### src/rtl/palu_param.sv
// palu_param: three-stage ALU pipeline (operand read, execute, write-back) with a
// 2**AW x WIDTH register file, full forwarding, registered flags and a debug read port.
// Optional liveness monitor, enabled by defining PALU_MONITOR_EN; when undefined the
// monitor is absent and o_fair is tied low. i_nd is the monitor's nondeterministic
// choice input and is ignored when the monitor is compiled out.
module palu_param #(
   parameter int unsigned      WIDTH     = 8,
   parameter int unsigned      AW        = 3,
   parameter int unsigned      WATCH_REG = 0,
   parameter logic [WIDTH-1:0] WATCH_VAL = {{(WIDTH-1){1'b0}}, 1'b1}
) (
   input  logic             i_clock,
   input  logic             i_reset,
   input  logic             i_stall,
   input  logic [2:0]       i_opcode,
   input  logic [AW-1:0]    i_src1,
   input  logic [AW-1:0]    i_src2,
   input  logic [AW-1:0]    i_dest,
   input  logic [WIDTH-1:0] i_imm,
   input  logic [AW-1:0]    i_dbg_addr,
   input  logic             i_nd,
   output logic [WIDTH-1:0] o_alu_out,
   output logic             o_zero_flag,
   output logic             o_carry_flag,
   output logic             o_wb_valid,
   output logic [WIDTH-1:0] o_dbg_data,
   output logic             o_fair
);

   localparam int unsigned   Depth    = 2 ** AW;
   localparam logic [AW-1:0] WatchIdx = AW'(WATCH_REG);

   typedef enum logic [2:0] {
      OpZero = 3'd0,
      OpLdi  = 3'd1,
      OpAdd  = 3'd2,
      OpSub  = 3'd3,
      OpNand = 3'd4,
      OpSrl  = 3'd5,
      OpCpa  = 3'd6,
      OpNot  = 3'd7
   } op_e;

   // Architectural and pipeline state
   logic [WIDTH-1:0] r_reg_file [Depth];
   logic [WIDTH-1:0] r_op1;
   logic [WIDTH-1:0] r_op2;
   logic [WIDTH-1:0] r_imm_ex;
   op_e              r_opcode_ex;
   logic [AW-1:0]    r_dest_ex;
   logic [AW-1:0]    r_dest_wb;
   logic [WIDTH-1:0] r_alu_out;
   logic             r_zero;
   logic             r_carry;
   logic             r_bubble_ex;
   logic             r_bubble_wb;
   logic             r_wb_valid;

   // Combinational helpers
   logic             w_wr_en;
   logic             w_ex_en;
   logic [WIDTH:0]   w_sum;
   logic [WIDTH-1:0] w_alu_res;
   logic             w_alu_carry;
   logic             w_alu_zero;
   logic [WIDTH-1:0] w_alu_out_post;
   logic [AW-1:0]    w_dest_wb_post;
   logic [WIDTH-1:0] w_rf1;
   logic [WIDTH-1:0] w_rf2;
   logic [WIDTH-1:0] w_op1_next;
   logic [WIDTH-1:0] w_op2_next;
   logic [WIDTH-1:0] w_watch_now;
   logic             w_watch_hit;
   logic             w_trigger;

   assign w_wr_en = ~r_bubble_wb;
   assign w_ex_en = ~r_bubble_ex;
   assign w_sum   = {1'b0, r_op1} + {1'b0, r_op2};

   // ALU: result and carry/borrow for the instruction currently in EX
   always_comb begin
      w_alu_res   = '0;
      w_alu_carry = 1'b0;
      case (r_opcode_ex)
         OpZero: w_alu_res = '0;
         OpLdi:  w_alu_res = r_imm_ex;
         OpAdd: begin
            w_alu_res   = w_sum[WIDTH-1:0];
            w_alu_carry = w_sum[WIDTH];
         end
         OpSub: begin
            w_alu_res   = r_op1 - r_op2;
            w_alu_carry = (r_op1 < r_op2);
         end
         OpNand: w_alu_res = ~(r_op1 & r_op2);
         OpSrl:  w_alu_res = r_op1 >> 1;
         OpCpa:  w_alu_res = r_op1;
         OpNot:  w_alu_res = ~r_op1;
         default: begin
            w_alu_res   = '0;
            w_alu_carry = 1'b0;
         end
      endcase
   end

   assign w_alu_zero = (w_alu_res == '0);

   // Values of aluOut/destWb as they will be after this edge's execute step
   assign w_alu_out_post = w_ex_en ? w_alu_res : r_alu_out;
   assign w_dest_wb_post = w_ex_en ? r_dest_ex : r_dest_wb;

   // Register file as seen after this edge's write-back (write-through)
   assign w_rf1 = (w_wr_en && (i_src1 == r_dest_wb)) ? r_alu_out : r_reg_file[i_src1];
   assign w_rf2 = (w_wr_en && (i_src2 == r_dest_wb)) ? r_alu_out : r_reg_file[i_src2];

   // Forwarding compares against destWb unconditionally; after reset destWb/aluOut are 0
   // and match r0, and afterwards aluOut always equals regFile[destWb] once written.
   assign w_op1_next = (i_src1 == w_dest_wb_post) ? w_alu_out_post : w_rf1;
   assign w_op2_next = (i_src2 == w_dest_wb_post) ? w_alu_out_post : w_rf2;

   // Monitor observation: watched register after write-back, and LDI trigger in EX
   assign w_watch_now = (w_wr_en && (r_dest_wb == WatchIdx)) ? r_alu_out
                                                              : r_reg_file[WatchIdx];
   assign w_watch_hit = (w_watch_now == WATCH_VAL);
   assign w_trigger   = w_ex_en && (r_opcode_ex == OpLdi) && (r_dest_ex == WatchIdx) &&
                        (r_imm_ex == WATCH_VAL);

   // Write-back stage: commit the previous EX result unless it was a bubble
   always_ff @(posedge i_clock) begin
      if (i_reset) begin
         for (int i = 0; i < Depth; i++) begin
            r_reg_file[i] <= '0;
         end
      end else if (w_wr_en) begin
         r_reg_file[r_dest_wb] <= r_alu_out;
      end
   end

   // Execute stage: result, flags and destination are only updated by real instructions
   always_ff @(posedge i_clock) begin
      if (i_reset) begin
         r_alu_out <= '0;
         r_zero    <= 1'b1;
         r_carry   <= 1'b0;
         r_dest_wb <= '0;
      end else if (w_ex_en) begin
         r_alu_out <= w_alu_res;
         r_zero    <= w_alu_zero;
         r_carry   <= w_alu_carry;
         r_dest_wb <= r_dest_ex;
      end
   end

   // Operand read stage: capture a new instruction unless stalled (stall holds operands)
   always_ff @(posedge i_clock) begin
      if (i_reset) begin
         r_op1       <= '0;
         r_op2       <= '0;
         r_imm_ex    <= '0;
         r_opcode_ex <= OpZero;
         r_dest_ex   <= '0;
      end else if (!i_stall) begin
         r_op1       <= w_op1_next;
         r_op2       <= w_op2_next;
         r_imm_ex    <= i_imm;
         r_opcode_ex <= op_e'(i_opcode);
         r_dest_ex   <= i_dest;
      end
   end

   // Bubble tracking: a stall inserts a bubble that walks EX then WB
   always_ff @(posedge i_clock) begin
      if (i_reset) begin
         r_bubble_ex <= 1'b1;
         r_bubble_wb <= 1'b1;
         r_wb_valid  <= 1'b0;
      end else begin
         r_bubble_wb <= r_bubble_ex;
         r_bubble_ex <= i_stall;
         r_wb_valid  <= ~r_bubble_ex;
      end
   end

   assign o_alu_out    = r_alu_out;
   assign o_zero_flag  = r_zero;
   assign o_carry_flag = r_carry;
   assign o_wb_valid   = r_wb_valid;
   assign o_dbg_data   = r_reg_file[i_dbg_addr];

`ifdef PALU_MONITOR_EN
   // Buchi monitor for G(trigger -> F regFile[WATCH_REG] == WATCH_VAL)
   typedef enum logic [1:0] {
      StIdle = 2'd0,
      StWait = 2'd1,
      StDone = 2'd2
   } mon_e;

   mon_e r_mon_state;
   mon_e w_mon_next;
   logic w_fair;

   // Monitor state register
   always_ff @(posedge i_clock) begin
      if (i_reset) begin
         r_mon_state <= StIdle;
      end else begin
         r_mon_state <= w_mon_next;
      end
   end

   // Monitor next state; i_nd resolves the nondeterministic choice on trigger
   always_comb begin
      w_mon_next = r_mon_state;
      case (r_mon_state)
         StIdle:  w_mon_next = (w_trigger && i_nd) ? StWait : StIdle;
         StWait:  w_mon_next = w_watch_hit ? StDone : StWait;
         StDone:  w_mon_next = StDone;
         default: w_mon_next = StIdle;
      endcase
   end

   // Monitor output: fairness holds while waiting for the watched value
   always_comb begin
      w_fair = (r_mon_state == StWait);
   end

   assign o_fair = w_fair;
`else
   logic unused_mon;
   assign unused_mon = ^{i_nd, w_trigger, w_watch_hit};
   assign o_fair     = 1'b0;
`endif

endmodule
### config.mk
export PLATFORM = sky130hd
export DESIGN_NAME = palu_param
export DESIGN_NICKNAME = d
export VERILOG_FILES = /design/src/rtl/palu_param.sv
export SDC_FILE = /design/constraint.sdc
export NUM_CORES = 1
export LEC_CHECK = 0
export ABC_AREA = 0
export CAP_MARGIN = 40
export CORE_MARGIN = 5
export CORE_UTILIZATION = 50
export DETAILED_ROUTE_END_ITERATION = 6
export GPL_TIMING_DRIVEN = 0
export PLACE_DENSITY = 0.69
export SLEW_MARGIN = 20
export SYNTH_ARGS = -nofsm -noshare
export SYNTH_HDL_FRONTEND = slang
export SYNTH_SLANG_ARGS = --single-unit
### constraint.sdc
create_clock -name i_clock -period 3.75 [get_ports i_clock]
set_clock_uncertainty 0.2 [all_clocks]
set_input_delay 0.375 -clock i_clock [delete_from_list [all_inputs] [get_ports i_clock]]
set_output_delay 0.375 -clock i_clock [all_outputs]
set_load 0.01 [all_outputs]
==> out/qor.json <==
{
  "netlist.area_leader.share": {"value": 26.6, "unit": "%"},
  "area_occupied_by_multi_input_gates": {"value": 4060, "unit": "um^2"},
  "power_switching_share": {"value": 28.7, "unit": "%"},
  "post_synth.cell_area_avg": {"value": 10.8, "unit": "um^2"},
  "syn_area": {"value": 7230, "unit": "um^2"},
  "routed_via_density": {"value": 6.38},
  "final_antenna_net_count": {"value": 0},
  "clk_root_buffer_cell": {"value": "sky130_fd_sc_hd__clkbuf_16"},
  "die_area": {"value": 17000, "unit": "um^2"},
  "synth_nets": {"value": 717},
  "dieHeight": {"value": 130, "unit": "um"},
  "finalCoreUtilization": {"value": 56.5, "unit": "%"},
  "design_area": {"value": 8120, "unit": "um^2"},
  "worstSetupEndpointType": {"value": "output pin"},
  "setup.worst_path.start_class": {"value": "input port"},
  "htree_num_levels": {"value": 3},
  "synth_warnings": {"value": 0},
  "postSynth.topFlopCell": {"value": "sky130_fd_sc_hd__edfxtp_1"},
  "place.detailed.hpwl": {"value": 16.1, "unit": "mm"},
  "power_density": {"value": 373, "unit": "nW/um^2"},
  "timing.reg2reg.worst_path_depth": {"value": 11},
  "power_leakage": {"value": 0.00308, "unit": "uW"},
  "hold_class": {"value": "reg2reg"},
  "postLayoutSetupSlackWorst": {"value": 459, "unit": "ps"},
  "share_clk_of_total_power": {"value": 33.1, "unit": "%"},
  "placement.cell_area": {"value": 7800, "unit": "um^2"},
  "ios": {"value": 47},
  "route.detailed.wl_per_inst": {"value": 23.1, "unit": "um"},
  "worst_setup_path_endpoint": {"value": "o_dbg_data[7]"},
  "critical_path_peak_fanout": {"value": 10},
  "wl": {"value": 21.0, "unit": "mm"},
  "final_hold_viol_count": {"value": 0},
  "floorplan_core_area": {"value": 14400, "unit": "um^2"},
  "worst_ep_required_time": {"value": 3170, "unit": "ps"},
  "cts.sinks": {"value": 110},
  "netlist_top_cells_count": {"value": "68 x sky130_fd_sc_hd__nor2_1, 65 x sky130_fd_sc_hd__and2_1, 64 x sky130_fd_sc_hd__edfxtp_1, 48 x sky130_fd_sc_hd__mux4_2, 46 x sky130_fd_sc_hd__dfxtp_1"},
  "post_synthesis_async_set_or_reset_flop_share": {"value": 0, "unit": "%"},
  "grt_first_pass_wirelength": {"value": 31.6, "unit": "mm"},
  "timing.setup.tns": {"value": 0, "unit": "ps"},
  "n_antenna_cell": {"value": 0},
  "cts_inserted_buffers": {"value": 9},
  "outcome": {"value": "complete, no violations"},
  "synth-edff-count": {"value": 64},
  "power_frac_comb": {"value": 21.1, "unit": "%"},
  "fin_crit": {"value": 3290, "unit": "ps"},
  "setup_viol": {"value": 0},
  "cts_tree": {"value": "built"},
  "via_count_of_the_first_global_routing_pass": {"value": 5319},
  "syn_to_final_growth": {"value": 12.3, "unit": "%"},
  "worst-slew-pin-transition": {"value": 783, "unit": "ps"},
  "fin_hold_ws": {"value": 293, "unit": "ps"},
  "post_cts.resized_instances": {"value": 0},
  "int_pwr": {"value": 2160, "unit": "uW"},
  "portBuffers": {"value": 33},
  "detailedRoute.firstPassIterationCount": {"value": 5},
  "library_cells_used_by_synthesis": {"value": 69},
  "timing.rr.start": {"value": "r_op1[0]"},
  "final.fill_count": {"value": 1191},
  "vias_after_detailed_routing": {"value": 5783},
  "grt_antenna_before_repair": {"value": 0},
  "cts_hold_buf": {"value": 0},
  "fmax": {"value": 304, "unit": "MHz"},
  "netlist.top_cell.by_area": {"value": "sky130_fd_sc_hd__edfxtp_1"},
  "post-place-ws": {"value": 451, "unit": "ps"},
  "relSlewSlack": {"value": 47.8, "unit": "%"},
  "post-cts-setup-buffer-count": {"value": 0},
  "critical_path.reg2reg.endpoint": {"value": "o_zero_flag"},
  "grt-ovfl-total": {"value": 0},
  "layout-drive-gt1-share": {"value": 16.3, "unit": "%"},
  "sequential_cell_area": {"value": 2840, "unit": "um^2"},
  "first_iter_violations": {"value": 681},
  "p_sw": {"value": 869, "unit": "uW"},
  "pwr-share-seq": {"value": 45.7, "unit": "%"},
  "ys_seq_elements": {"value": 110},
  "nNetsFinal": {"value": 764},
  "groute.usage.overall": {"value": 25.2, "unit": "%"},
  "setup.reg_to_reg.worst_slack": {"value": 670, "unit": "ps"},
  "crit_type": {"value": "in2out"},
  "globalplace.congestion": {"value": 0.968},
  "yosys.cell_count.top_type": {"value": "sky130_fd_sc_hd__nor2_1"},
  "starting_density": {"value": 50.3, "unit": "%"},
  "max-cap-violations": {"value": 0},
  "synth.area.top_cells": {"value": "sky130_fd_sc_hd__edfxtp_1 27%, sky130_fd_sc_hd__mux4_2 15%, sky130_fd_sc_hd__dfxtp_1 13%"},
  "fp.dieW": {"value": 130, "unit": "um"},
  "vdd.ir_drop.worst": {"value": 0.335, "unit": "mV"},
  "period_share": {"value": 87.8, "unit": "%"},
  "fp-row-count": {"value": 44},
  "ys_seq_area_share": {"value": 39.3, "unit": "%"},
  "grt_setup_unrepaired": {"value": "no"},
  "grt_start_max_net_pins": {"value": 20},
  "post-route-drc-count": {"value": 0},
  "syn_inst": {"value": 671},
  "critPathLaunch": {"value": "i_dbg_addr[0]"},
  "worstSkewPairLatency": {"value": 360, "unit": "ps"},
  "timing.final.max_slew_violations": {"value": 0},
  "clockBufferDepth": {"value": 2},
  "cp_data_arrival_time": {"value": 2720, "unit": "ps"},
  "path_clk_slew": {"value": 70, "unit": "ps"}
}
per-stage QoR:
stage	instances	total power (uW)
2_1_floorplan	671	1830
3_3_place_gp	888	2020
3_5_place_dp	890	2030
4_1_cts	906	3030
5_1_grt	907	3130
6_report	907	3030
cells by family after synthesis:
family                     after synthesis  share of synthesized area (%)
and+or+nand+nor                        227                           16.7
AOI/OAI and AO/OA                      122                           11.8
DFF                                    110                           39.3
muxes                                   98                           22.2
buffers and inverters                   78                           4.55
adders and majority gates               19                           3.50
xor gates and xnor gates                16                           1.94
other                                    1                         0.0519
registers in the layout, indices dropped and copies added, names as in the netlist, 3 cells and up:
| register | count |
|---|---|
| o_alu_out | 8 |
| r_dest_ex | 3 |
| r_dest_wb | 3 |
| r_imm_ex | 8 |
| r_op1 | 8 |
| r_op2 | 8 |
| r_opcode_ex | 3 |
| r_reg_file | 64 |
worst max-delay path, stage by stage:
cell,delay (ps)
sky130_fd_sc_hd__clkbuf_1,490
sky130_fd_sc_hd__buf_2,460
sky130_fd_sc_hd__mux4_2,600
sky130_fd_sc_hd__mux2_2,290
sky130_fd_sc_hd__clkdlybuf4s50_1,490
area by class of cell:
| cell class | instances | share of cell area [%] |
|---|---|---|
| plain buffers | 55 | 2.99 |
| clock buffers | 11 | 2.99 |
| clock inverters | 5 | 0.801 |
| inverters | 23 | 1.06 |
| multi-input cells | 483 | 50.0 |
| flip-flops and latches | 110 | 35.0 |
| well taps | 184 | 2.84 |
| repair buffers | 36 | 4.33 |
power by group through the flow:
stage	clock (uW)	sequential, uW	combinational (uW)
global placement	0	1400	616
floorplan	0	1390	436
CTS	1020	1380	627
finish	1000	1380	640
detailed placement	0	1410	624
global route	1060	1390	684
worst min-delay path by stage:
stage	end	slack, ps	from	cells past startpoint
after floorplan	r_imm_ex[7]	250	r_imm_ex[7]	2
after global placement	o_carry_flag	270	o_carry_flag	2
after detailed placement	r_op2[3]	290	r_op2[3]	2
after CTS	o_carry_flag	300	o_carry_flag	2
after global routing	o_zero_flag	330	o_zero_flag	1
final	o_carry_flag	290	o_carry_flag	2
cell usage in the layout, fill, tap and decap left out, types with 4 or more instances in the layout:
cell	synthesis	routed
sky130_fd_sc_hd__nand2_1	24	24
sky130_fd_sc_hd__mux2i_1	36	36
sky130_fd_sc_hd__or2_2	9	9
sky130_fd_sc_hd__xnor2_1	9	9
sky130_fd_sc_hd__nor3_1	11	11
sky130_fd_sc_hd__nor4_1	5	5
sky130_fd_sc_hd__clkbuf_1	33	34
sky130_fd_sc_hd__xor2_1	7	7
sky130_fd_sc_hd__dfxtp_1	46	46
sky130_fd_sc_hd__a21oi_1	31	31
sky130_fd_sc_hd__edfxtp_1	64	64
sky130_fd_sc_hd__mux4_2	48	48
sky130_fd_sc_hd__and2_1	65	65
sky130_fd_sc_hd__clkbuf_16	0	9
sky130_fd_sc_hd__nor2b_1	17	17
sky130_fd_sc_hd__clkdlybuf4s50_1	0	33
sky130_fd_sc_hd__a211oi_1	16	16
sky130_fd_sc_hd__buf_2	16	18
sky130_fd_sc_hd__inv_1	20	20
sky130_fd_sc_hd__o31ai_1	5	5
sky130_fd_sc_hd__o211ai_1	5	5
sky130_fd_sc_hd__nand2b_1	11	11
sky130_fd_sc_hd__ha_1	17	17
sky130_fd_sc_hd__a221oi_1	7	7
sky130_fd_sc_hd__or3_1	4	4
sky130_fd_sc_hd__a31oi_1	4	4
sky130_fd_sc_hd__nor2_1	68	68
sky130_fd_sc_hd__o21ai_0	16	16
sky130_fd_sc_hd__mux2_2	10	10
per-layer routing:
metal / global-route usage [%] / wire length [um]
met5: 0 / 0
met4: 6.42 / 379
met3: 6.55 / 2020
met2: 35.8 / 9310
met1: 38.3 / 9280
No activity file was read; power rests on OpenSTA's default activity.
